==> config.mk <==
export PLATFORM = sky130hd
export DESIGN_NAME = led_sequencer_flat
export DESIGN_NICKNAME = d
export VERILOG_FILES = /design/src/rtl/led_seq_pkg.sv /design/src/rtl/led_sequencer_if.sv /design/src/rtl/led_sequencer_prescaler.sv /design/src/rtl/led_sequencer.sv /design/src/flat_wrapper.sv
export SDC_FILE = /design/constraint.sdc
export NUM_CORES = 1
export LEC_CHECK = 0
export CORE_MARGIN = 1.5
export CORE_UTILIZATION = 35
export DETAILED_ROUTE_END_ITERATION = 10
export SLEW_MARGIN = 20
export SYNTH_ARGS = -nofsm -noshare
export SYNTH_HDL_FRONTEND = slang
export SYNTH_HIERARCHICAL = 1
export SYNTH_SLANG_ARGS = --single-unit
==> constraint.sdc <==
create_clock -name i_clk -period 3.45 [get_ports i_clk]
set_clock_uncertainty 0.1 [all_clocks]
set_input_delay 0.69 -clock i_clk [delete_from_list [all_inputs] [get_ports i_clk]]
set_output_delay 0.69 -clock i_clk [all_outputs]
set_load 0.01 [all_outputs]
==> src/rtl/led_seq_pkg.sv <==
// led_seq_pkg: shared widths, FSM state type and LED pattern ROM for led_sequencer.
package led_seq_pkg;
  localparam int IDX_W = 4;
  localparam int LED_W = 8;
  typedef enum logic [1:0] {IDLE, RUN, PAUSE} state_t;
  function automatic logic [LED_W-1:0] led_rom(input logic [IDX_W-1:0] idx);
    return idx == '0 ? '0 : idx <= 4'd8 ? 8'h01 << (idx - 4'd1) : 8'h80 >> (idx - 4'd8);
  endfunction
endpackage

==> src/rtl/led_sequencer_if.sv <==
// led_sequencer_if: control strobes in, LED index/pattern and status out.
interface led_sequencer_if;
  import led_seq_pkg::*;
  logic             i_start;
  logic             i_stop;
  logic             i_step;
  logic             i_dir;
  logic             i_loop;
  logic [IDX_W-1:0] o_led_index;
  logic [LED_W-1:0] o_led;
  logic             o_busy;
  logic             o_done;
  modport master (output i_start, i_stop, i_step, i_dir, i_loop, input o_led_index, o_led, o_busy, o_done);
  modport slave (input i_start, i_stop, i_step, i_dir, i_loop, output o_led_index, o_led, o_busy, o_done);
endinterface

==> src/rtl/led_sequencer_prescaler.sv <==
// led_prescaler: step-period counter; holds its value while disabled so a pause keeps the phase.
module led_prescaler #(
  parameter int CLK_DIV = 4
) (
  input  logic clk,
  input  logic rst,
  input  logic en,
  input  logic clr,
  output logic tick
);
  localparam int W = CLK_DIV > 1 ? $clog2(CLK_DIV) : 1;
  localparam logic [W-1:0] TOP = W'(CLK_DIV - 1);
  logic [W-1:0] cnt_q, cnt_d;
  assign tick = cnt_q == TOP;
  always_comb cnt_d = clr ? '0 : !en ? cnt_q : tick ? '0 : cnt_q + 1'b1;
  always_ff @(posedge clk) cnt_q <= rst ? '0 : cnt_d;
endmodule

==> src/rtl/led_sequencer.sv <==
// led_sequencer: run/pause/step FSM driving the LED pattern index and ROM lookup.
module led_sequencer
  import led_seq_pkg::*;
#(
  parameter int CLK_DIV  = 4,
  parameter int LAST_IDX = 15
) (
  input  logic            i_clk,
  input  logic            i_rst,
  led_sequencer_if.slave  bus
);
  localparam logic [IDX_W-1:0] LAST = IDX_W'(LAST_IDX);
  state_t           state_q, state_d;
  logic [IDX_W-1:0] idx_q, idx_d;
  logic             done_q, done_d;
  logic             pre_en, pre_clr, tick, adv, wrap;
  led_prescaler #(.CLK_DIV(CLK_DIV)) u_pre (
    .clk (i_clk),
    .rst (i_rst),
    .en  (pre_en),
    .clr (pre_clr),
    .tick(tick)
  );
  assign wrap = bus.i_dir ? idx_q == '0 : idx_q == LAST;
  always_comb begin
    state_d = state_q;
    idx_d   = idx_q;
    done_d  = 1'b0;
    pre_en  = 1'b0;
    pre_clr = 1'b0;
    adv     = 1'b0;
    case (state_q)
      IDLE: begin
        pre_clr = 1'b1;
        if (!bus.i_stop && bus.i_start) begin
          state_d = RUN;
          idx_d   = bus.i_dir ? LAST : '0;
        end
      end
      RUN: begin
        state_d = bus.i_stop ? PAUSE : RUN;
        pre_en  = !bus.i_stop;
        adv     = !bus.i_stop && tick;
      end
      PAUSE: begin
        state_d = bus.i_stop ? IDLE : bus.i_start ? RUN : PAUSE;
        idx_d   = bus.i_stop ? '0 : idx_q;
        pre_clr = bus.i_stop;
        adv     = !bus.i_stop && !bus.i_start && bus.i_step;
      end
      default: begin
        state_d = IDLE;
        idx_d   = '0;
        pre_clr = 1'b1;
      end
    endcase
    // One-shot completion replaces the wrap with a return to IDLE.
    if (adv && wrap && !bus.i_loop) begin
      state_d = IDLE;
      idx_d   = '0;
      pre_clr = 1'b1;
      done_d  = 1'b1;
    end else if (adv) begin
      idx_d = wrap ? (bus.i_dir ? LAST : '0) : bus.i_dir ? idx_q - 1'b1 : idx_q + 1'b1;
    end
  end
  always_ff @(posedge i_clk) begin
    state_q <= i_rst ? IDLE : state_d;
    idx_q   <= i_rst ? '0 : idx_d;
    done_q  <= i_rst ? 1'b0 : done_d;
  end
  assign bus.o_led_index = idx_q;
  assign bus.o_led       = led_rom(idx_q);
  assign bus.o_busy      = state_q != IDLE;
  assign bus.o_done      = done_q;
endmodule
==> src/flat_wrapper.sv <==
// flat-port wrapper written by rule: the top's interface ports become plain ports
module led_sequencer_flat import led_seq_pkg::*;
#(
  parameter int CLK_DIV  = 4,
  parameter int LAST_IDX = 15
)
  (i_clk, i_rst, bus_i_start, bus_i_stop, bus_i_step, bus_i_dir, bus_i_loop, bus_o_led_index, bus_o_led, bus_o_busy, bus_o_done);
  led_sequencer_if bus_i ();
  input  logic i_clk;
  input  logic i_rst;
  input wire logic [$bits(bus_i.i_start)-1:0] bus_i_start;
  input wire logic [$bits(bus_i.i_stop)-1:0] bus_i_stop;
  input wire logic [$bits(bus_i.i_step)-1:0] bus_i_step;
  input wire logic [$bits(bus_i.i_dir)-1:0] bus_i_dir;
  input wire logic [$bits(bus_i.i_loop)-1:0] bus_i_loop;
  output wire logic [$bits(bus_i.o_led_index)-1:0] bus_o_led_index;
  output wire logic [$bits(bus_i.o_led)-1:0] bus_o_led;
  output wire logic [$bits(bus_i.o_busy)-1:0] bus_o_busy;
  output wire logic [$bits(bus_i.o_done)-1:0] bus_o_done;
  assign bus_i.i_start = bus_i_start;
  assign bus_i.i_stop = bus_i_stop;
  assign bus_i.i_step = bus_i_step;
  assign bus_i.i_dir = bus_i_dir;
  assign bus_i.i_loop = bus_i_loop;
  assign bus_o_led_index = bus_i.o_led_index;
  assign bus_o_led = bus_i.o_led;
  assign bus_o_busy = bus_i.o_busy;
  assign bus_o_done = bus_i.o_done;
  led_sequencer #(.CLK_DIV(CLK_DIV), .LAST_IDX(LAST_IDX)) u_core (.i_clk(i_clk), .i_rst(i_rst), .bus(bus_i));
endmodule
==> summary.md, run 1 <==
| Metric | Value |
|---|---|
| Final net count | `roughly 180` |
| Power density cells | `221.8 mW/mm²` |
| TritonCTS clock tree | `done` |
| Setup violations, final | `0` |
| Die area | `about 0.0033 mm²` |
| H-Tree Level Count | `1` |
| Row cnt | `19` |
| Clock root buffer | `clkbuf_4` |
| Number of antenna cells inserted | `0` |
| Top Ports | `21` |
| Final critical path time including I/O delays and setup | `around 3.3 ns` |
| Transition at the pin with the smallest max-transition slack | `approximately 0.45 ns` |
| Required arrival time at the worst endpoint | `about 2.7 ns` |
| Number of warnings reported in the yosys synthesis log | `6` |
| Average wire length per cell after detail routing | `13.16 µm` |
| Routed vias | `1083` |
| Pin count of the biggest net entering global routing | `14` |
| Average cell area after synthesis | `~7.4 µm²` |
| Via/cell ratio | `5.582` |
| Status | `finished, final reports clean` |
| Clock input transition at the sequential cells of the worst setup and hold paths | `around 0.06 ns` |
| Share of the clock period used by the worst path after layout | `0.9428` |
| Max Transition Viols Final | `0` |
| Worst path setup slack after routing | `between 0.15 and 0.2 ns` |
| Leading register cell type out of synthesis | `dfxtp_1` |
| Count of port buffers added during placement | `20` |
| Num Clock Sinks | `9` |
| Total chip power | `0.0002917 W` |
| Number of filler instances in the final layout | `284` |
| MaxCap Viol Count | `0` |
| Number of enable flip-flop cells after synthesis | `0` |
| Number of nets still failing antenna checks after routing | `0` |
| Maximum fanout count along the critical path | `13` |
| Signed area change from the synthesized netlist to the final layout | `25.87%` |
| Total CTS buffers | `3` |
| Worst slack on hold paths | `~0.43 ns` |
| Antenna violations before repair | `0` |
| Synthesized net count | `between 150 and 200` |
| Layout cell share with drive strength beyond 1 | `0.1166` |
| Congestion Overflow GR | `0` |
| Critical path class | `reg2out` |
| Horizontal die dimension | `57.64 µm` |
| Cell type with the highest aggregate area in the netlist | `dfxtp_1` |
| Number of remaining DRC errors | `0` |
| Half-perimeter wire length after detailed placement | `1916 µm` |
| Overall fraction of global-route tracks in use | `0.1579` |
| Buffers inserted during post-CTS setup optimization | `0` |
| Insertion delay of the later-clocked pin in the worst-skew pair | `~0.26 ns` |
| Finished Core Util | `0.4688` |
| Core Area | `~0.0028 mm²` |
| Proportion of synthesized chip area in sequential cells | `0.1725` |
| Category of the worst setup path capture point | `output pin` |
| RSZ-0062 raised after global routing | `true` |
| TritonRoute pass-1 iters | `4` |
| Synth async-reset ratio | `0` |
| Data arrival time of the critical path | `about 2.5 ns` |
| Highest clock frequency the design can meet | `307.4 MHz` |
| DP Worst Slack | `0.2478 ns` |
| Max clock buf depth | `2` |
| Synthesized area | `~0.0010 mm²` |
| Slew HR | `0.7002` |
| Final wirelength | `between 2000 and 3000 µm` |
| Area fraction of the dominant cell type after synthesis | `0.1725` |
| Last weighted congestion value of the routability-driven placer | `about 0.79` |
| Number of violations reported at the end of detailed-routing iteration 0 | `36` |
| Startpoint kind of the worst setup timing path | `register` |
| Vias in the first global route | `950` |
| Number of hold-slack violations in the final timing report | `0` |
| Synth cell types | `45` |
| Global-route wire length before repair | `about 4200 µm` |
| Worst Hold Class | `reg2reg` |
| Flop and latch count out of synthesis | `9` |
| Starting Density | `0.3724` |
| Top cells by area, synth | `dfxtp_1, ha_1, nand2_1` |
| Die extent in y | `around 58 µm` |
| Leakage | `0.4740 nW` |
| Worst IR Drop VDD | `around 0.088 mV` |
| Post-synthesis instance total | `about 140` |
==> state kept, by name (all words and copies together), names as in the netlist <==
| name | flops |
|---|---|
| u_core/state_q | 2 |
| u_core/bus.o_done | 1 |
| u_core/bus.o_led_index | 4 |
| u_core/u_pre/cnt_q | 2 |
==> synthesized netlist by cell type, types with 2 or more instances <==
cell / instances
or3_1: 6
nor3_1: 3
o22ai_1: 2
o21ai_0: 11
inv_1: 6
nand2_1: 20
nand3_1: 2
a21oi_1: 8
nor2b_1: 4
a31oi_1: 7
a211oi_1: 2
nor3b_1: 2
ha_1: 12
dfxtp_1: 9
nor2_1: 8
nand2b_1: 6
buf_2: 4
nand3b_1: 3
==> cell families (layout without fill, tap and decap cells) <==
group                    Yosys count  count (layout)  synth area share
AO/OA/AOI/OAI                     41              41            0.2671
XOR/XNOR                           1               1          0.008385
adder cells (fa/ha/maj)           12              12            0.1437
buffers and inverters             14              35           0.05867
flip-flops                         9               9            0.1725
multiplexers                       2               2           0.02036
AND/OR/NAND/NOR                   63              63            0.3294
==> worst max-delay path, cell delays in order, from the launching register on <==
cell and delay (ns):
dfxtp_2 0.36, inv_1 0.15, ha_2 0.36, nand2_1 0.08
mux2_2 0.28, o22ai_1 0.21, o211ai_1 0.11, o21ai_0 0.09
clkdlybuf4s50_1 0.55
==> timing repair <==
action / in CTS / in global routing
setup endpoints to repair: 1 / 6
pin swaps: 0 / 0
hold buffers: 0 / 0
endpoints found under the hold margin: 0 / 0
gates cloned: 0 / 0
gates resized for setup: 1 / 4
==> cell type report <==
| type | count | area [µm²] | share of cell area |
|---|---|---|---|
| well taps | 31 | 38.79 | 0.02950 |
| flip-flops and latches | 9 | 182.7 | 0.1389 |
| clock buffers | 4 | 26.28 | 0.01998 |
| repair buffers | 23 | 222.7 | 0.1694 |
| inverters | 8 | 30.03 | 0.02284 |
| multi-input cells | 119 | 814.5 | 0.6194 |
==> routing by layer <==
layer / global-route usage / share of wire
met1: 0.2055 / 0.49
met2: 0.2581 / 0.47
met3: 0.04911 / 0.034
met4: 0.03322 / 0.0031
met5: 0 / 0
==> power by group <==
| part | switching, W | internal [W] | leakage, nW |
|---|---|---|---|
| registers | 0.00000678 | 0.000107 | 0.0739 |
| logic | 0.0000538 | 0.0000429 | 0.385 |
| clock network | 0.0000362 | 0.0000445 | 0.0150 |
==> metrics by stage <==
stage / setup TNS, ns / cell area (µm²) / instances
final: 0 / 1315 / 194
after global routing: -0.0005655 / 1315 / 194
after CTS: 0 / 1303 / 194
after detailed placement: 0 / 1275 / 190
after global placement: 0 / 1275 / 190
after floorplan: 0 / 1045 / 142
==> path summary, 6_finish.rpt <==
kind	from	endpoint	slack (ns)	cells after the start
max	u_core/bus.o_led_index[1]	bus_o_led[2]	0.20	8
min	u_core/u_pre/cnt_q[0]	u_core/u_pre/cnt_q[0]	0.43	2
max reg2reg	u_core/bus.o_led_index[1]	u_core/bus.o_led_index[3]	1.42	7
min reg2reg	u_core/u_pre/cnt_q[0]	u_core/u_pre/cnt_q[0]	0.43	2
==> placed cells by master, fill, tap and decap left out, types with 2 or more instances in the layout <==
cell	n
dfxtp_1	7
nor2_1	8
nor2b_1	4
clkbuf_4	3
nand3b_1	3
nand3_1	2
a211oi_1	2
dfxtp_2	2
o21ai_0	11
clkdlybuf4s50_1	20
o22ai_1	2
nand2b_1	6
inv_1	6
ha_1	11
nor3_1	3
or3_1	6
buf_4	3
a31oi_1	7
nand2_1	20
a21oi_1	7
Note: power is estimated with default switching activity, not from simulation.
==> run 2, diff against run 1 <==
Settings changed: HOLD_SLACK_MARGIN set to 0.05.
==> results of run 2 <==
No change in the layout: final DEF, timing and power equal those of run 1.
==> run 3, diff against run 2 <==
Settings changed: CORE_UTILIZATION 35 to 40.
==> run 3 against run 2 <==
Against the previous run:
- critical path depth unchanged
- worst hold slack worse by 0.017 ns
- combinational power rose by 4%
- total power rose by 2.6%
- clock power is 5.7% higher
- cell count shrank 0.52%
- fmax decreased by 0.35%
- clock-buffer cell count unchanged
- critical path type unchanged
- utilization grew 6.4 points
==> summary.md, run 3 (synthesized netlist as in run 1, its figures left out) <==
| Metric | Value |
|---|---|
| Core Area | `0.002477 mm² (-12%)` |
| Max reg flops | `4 (unchanged)` |
| Category of the worst setup path capture point | `output pin` |
| Cell area after placement | `0.001274 mm² (about the same)` |
| Met3 demand-to-capacity share in global routing | `0.05000 (+0.0008929)` |
| Number of violations reported at the end of detailed-routing iteration 0 | `39 (+8.3%)` |
| Transition at the pin with the smallest max-transition slack | `0.4204 ns (-0.02792 ns)` |
| Signed area change from the synthesized netlist to the final layout | `26.35%` |
| Data arrival time of the critical path | `2.47 ns (about the same)` |
| Die area | `0.002927 mm² (-12%)` |
| Routed vias | `1087 (+0.37%)` |
| MaxCap Viol Count | `0 (unchanged)` |
| Number of hold-slack violations in the final timing report | `0 (unchanged)` |
| Via/cell ratio | `5.632 (+0.89%)` |
| Slew HR | `0.7193 (+0.01917)` |
| Finished Core Util | `0.5328 (+0.06405)` |
| Final net count | `183 (unchanged)` |
| Total CTS buffers | `3 (unchanged)` |
| Post-CTS Hold Buffers | `0 (unchanged)` |
| Leakage | `0.4741 nW (about the same)` |
| Critical path class | `reg2out` |
| Top Ports | `21 (unchanged)` |
| Psw | `0.0001023 W (+5.7%)` |
| Row cnt | `18 (-1)` |
| Last weighted congestion value of the routability-driven placer | `0.8701 (+9.9%)` |
| Part of the power in combinational logic | `0.337 (+0.005)` |
| Final instance area | `0.001320 mm² (+0.38%)` |
| Commonest cells after routing, fill and taps aside | `clkdlybuf4s50_1, nand2_1, o21ai_0` |
| Required arrival time at the worst endpoint | `2.66 ns (about the same)` |
| Number of remaining DRC errors | `0 (unchanged)` |
| Half-perimeter wire length after detailed placement | `1824 µm (-4.8%)` |
| GR met2 Demand/Resource | `0.2764 (+0.01831)` |
| Net switching share of the total power | `0.3418 (+0.01006)` |
| Worst Hold Class | `reg2reg` |
| Power density cells | `226.7 mW/mm² (+2.2%)` |
| Share of the clock period used by the worst path after layout | `0.9461 (+0.003285)` |
| Final wirelength | `2607 µm (+2.1%)` |
| Max Transition Viols Final | `0 (unchanged)` |
| Count of port buffers added during placement | `20 (unchanged)` |
| Portion of total power attributed to sequential cells | `0.378 (-0.014)` |
| Vias in the first global route | `934 (-1.7%)` |
| Global routing usage on met1 | `0.2886 (+0.08304)` |
| Num Clock Sinks | `9 (unchanged)` |
| Startpoint of the lowest-slack register-to-register path | `u_core/state_q[1]` |
| Worst IR Drop VDD | `0.1650 mV (+87%)` |
| Number of antenna cells inserted | `0 (unchanged)` |
| Total chip power | `0.0002993 W (+2.6%)` |
| RSZ-0062 raised after global routing | `false` |
| Number of filler instances in the final layout | `247 (-13%)` |
| Final critical path time including I/O delays and setup | `3.264 ns (+0.01133 ns)` |
| Clock root buffer | `clkbuf_4` |
| Pin count of the biggest net entering global routing | `17 (+3)` |
| Setup total negative slack | `0 ns (unchanged)` |
| Average wire length per cell after detail routing | `13.51 µm (+2.6%)` |
| Congestion Overflow GR | `0 (unchanged)` |
| Maximum fanout count along the critical path | `8 (-5)` |
| Die extent in y | `54.11 µm (-6.1%)` |
| Min-Delay Startpoint | `u_core/u_pre/cnt_q[0]` |
| Fraction of power consumed by the clock network | `0.285 (+0.008)` |
| Antenna violations before repair | `0 (unchanged)` |
| Status | `finished, final reports clean` |
| Startpoint of the most critical setup path | `u_core/bus.o_led_index[1]` |
| Worst slack on hold paths | `0.4158 ns (-0.01725 ns)` |
| Highest clock frequency the design can meet | `306.4 MHz (-0.35%)` |
| Starting Density | `0.4217 (+0.04928)` |
| Number of nets still failing antenna checks after routing | `0 (unchanged)` |
| Total internal power | `0.0001970 W (+1.1%)` |
| H-Tree Level Count | `1 (unchanged)` |
| Setup violations, final | `0 (unchanged)` |
| Layout cell share with drive strength beyond 1 | `0.1104 (-0.006135)` |
| Global-route layer with the greatest usage | `met1` |
| TritonCTS clock tree | `done` |
| Clock input transition at the sequential cells of the worst setup and hold paths | `0.06 ns (about the same)` |
| Horizontal die dimension | `54.11 µm (-6.1%)` |
| Insertion delay of the later-clocked pin in the worst-skew pair | `0.27 ns (about the same)` |
| Startpoint kind of the worst setup timing path | `register` |
| Buffers inserted during post-CTS setup optimization | `0 (unchanged)` |
| Global-route wire length before repair | `4174 µm (-0.50%)` |
| Overall fraction of global-route tracks in use | `0.1933 (+0.03543)` |
| Max clock buf depth | `2 (unchanged)` |
| TritonRoute pass-1 iters | `4 (unchanged)` |
## run 3: cell counts in the layout (fill, tap and decap cells not counted)
No cell type changed its count.
## run 3: cell type report
class                      instances  area, µm²  share of cell area
clock buffer                       4      26.28             0.01991
tap                               30      37.54             0.02844
multi-input combinational        119      822.0              0.6227
timing repair buffer              23      222.7              0.1687
inverter                           8      30.03             0.02275
sequential                         9      181.4              0.1374
## run 3: path summary, 6_finish.rpt
| kind | to | slack (ns) | cells after the start |
|---|---|---|---|
| max | bus_o_led[4] | 0.19 | 8 |
| min | u_core/u_pre/cnt_q[0] | 0.42 | 2 |
| max reg2reg | u_core/bus.o_led_index[3] | 1.53 | 7 |
| min reg2reg | u_core/u_pre/cnt_q[0] | 0.42 | 2 |
## run 3: metal layers
layer | wire length [µm] | vias up | share of wire
li1 | - | 557 | -
met1 | 1286 | 485 | 0.49
met2 | 1133 | 45 | 0.43
met3 | 187 | 0 | 0.072
met4 | 0 | 0 | 0
met5 | 0 | - | 0
## run 3: repair_timing
item,4_1_cts,5_1_grt
endpoints found under the setup margin,0,6
gates resized for setup,0,5
endpoints found under the hold margin,0,0
## run 3: critical path, cell delays in order, from the launching register on
cell and delay, ns:
dfxtp_2 0.40, inv_1 0.15, ha_2 0.27, nor3b_1 0.25, a41oi_2 0.12, a21oi_2 0.22, nand2_1 0.07, o21ai_0 0.17
clkdlybuf4s50_1 0.56
## run 3: through the flow
step | instances | setup slack (ns)
2_1_floorplan | 142 | 0.8921
3_3_place_gp | 189 | 0.3536
3_5_place_dp | 189 | 0.3247
4_1_cts | 193 | 0.01203
5_1_grt | 193 | 0.02686
6_report | 193 | 0.1859
## run 3: power groups by stage
stage	clock network, W	registers (W)	logic [W]
final	0.0000853	0.000113	0.000101
after global routing	0.0000966	0.000114	0.000110
after CTS	0.0000897	0.000113	0.0000952
after detailed placement	0	0.000115	0.0000945
after global placement	0	0.000115	0.0000949
after floorplan	0	0.000115	0.0000624
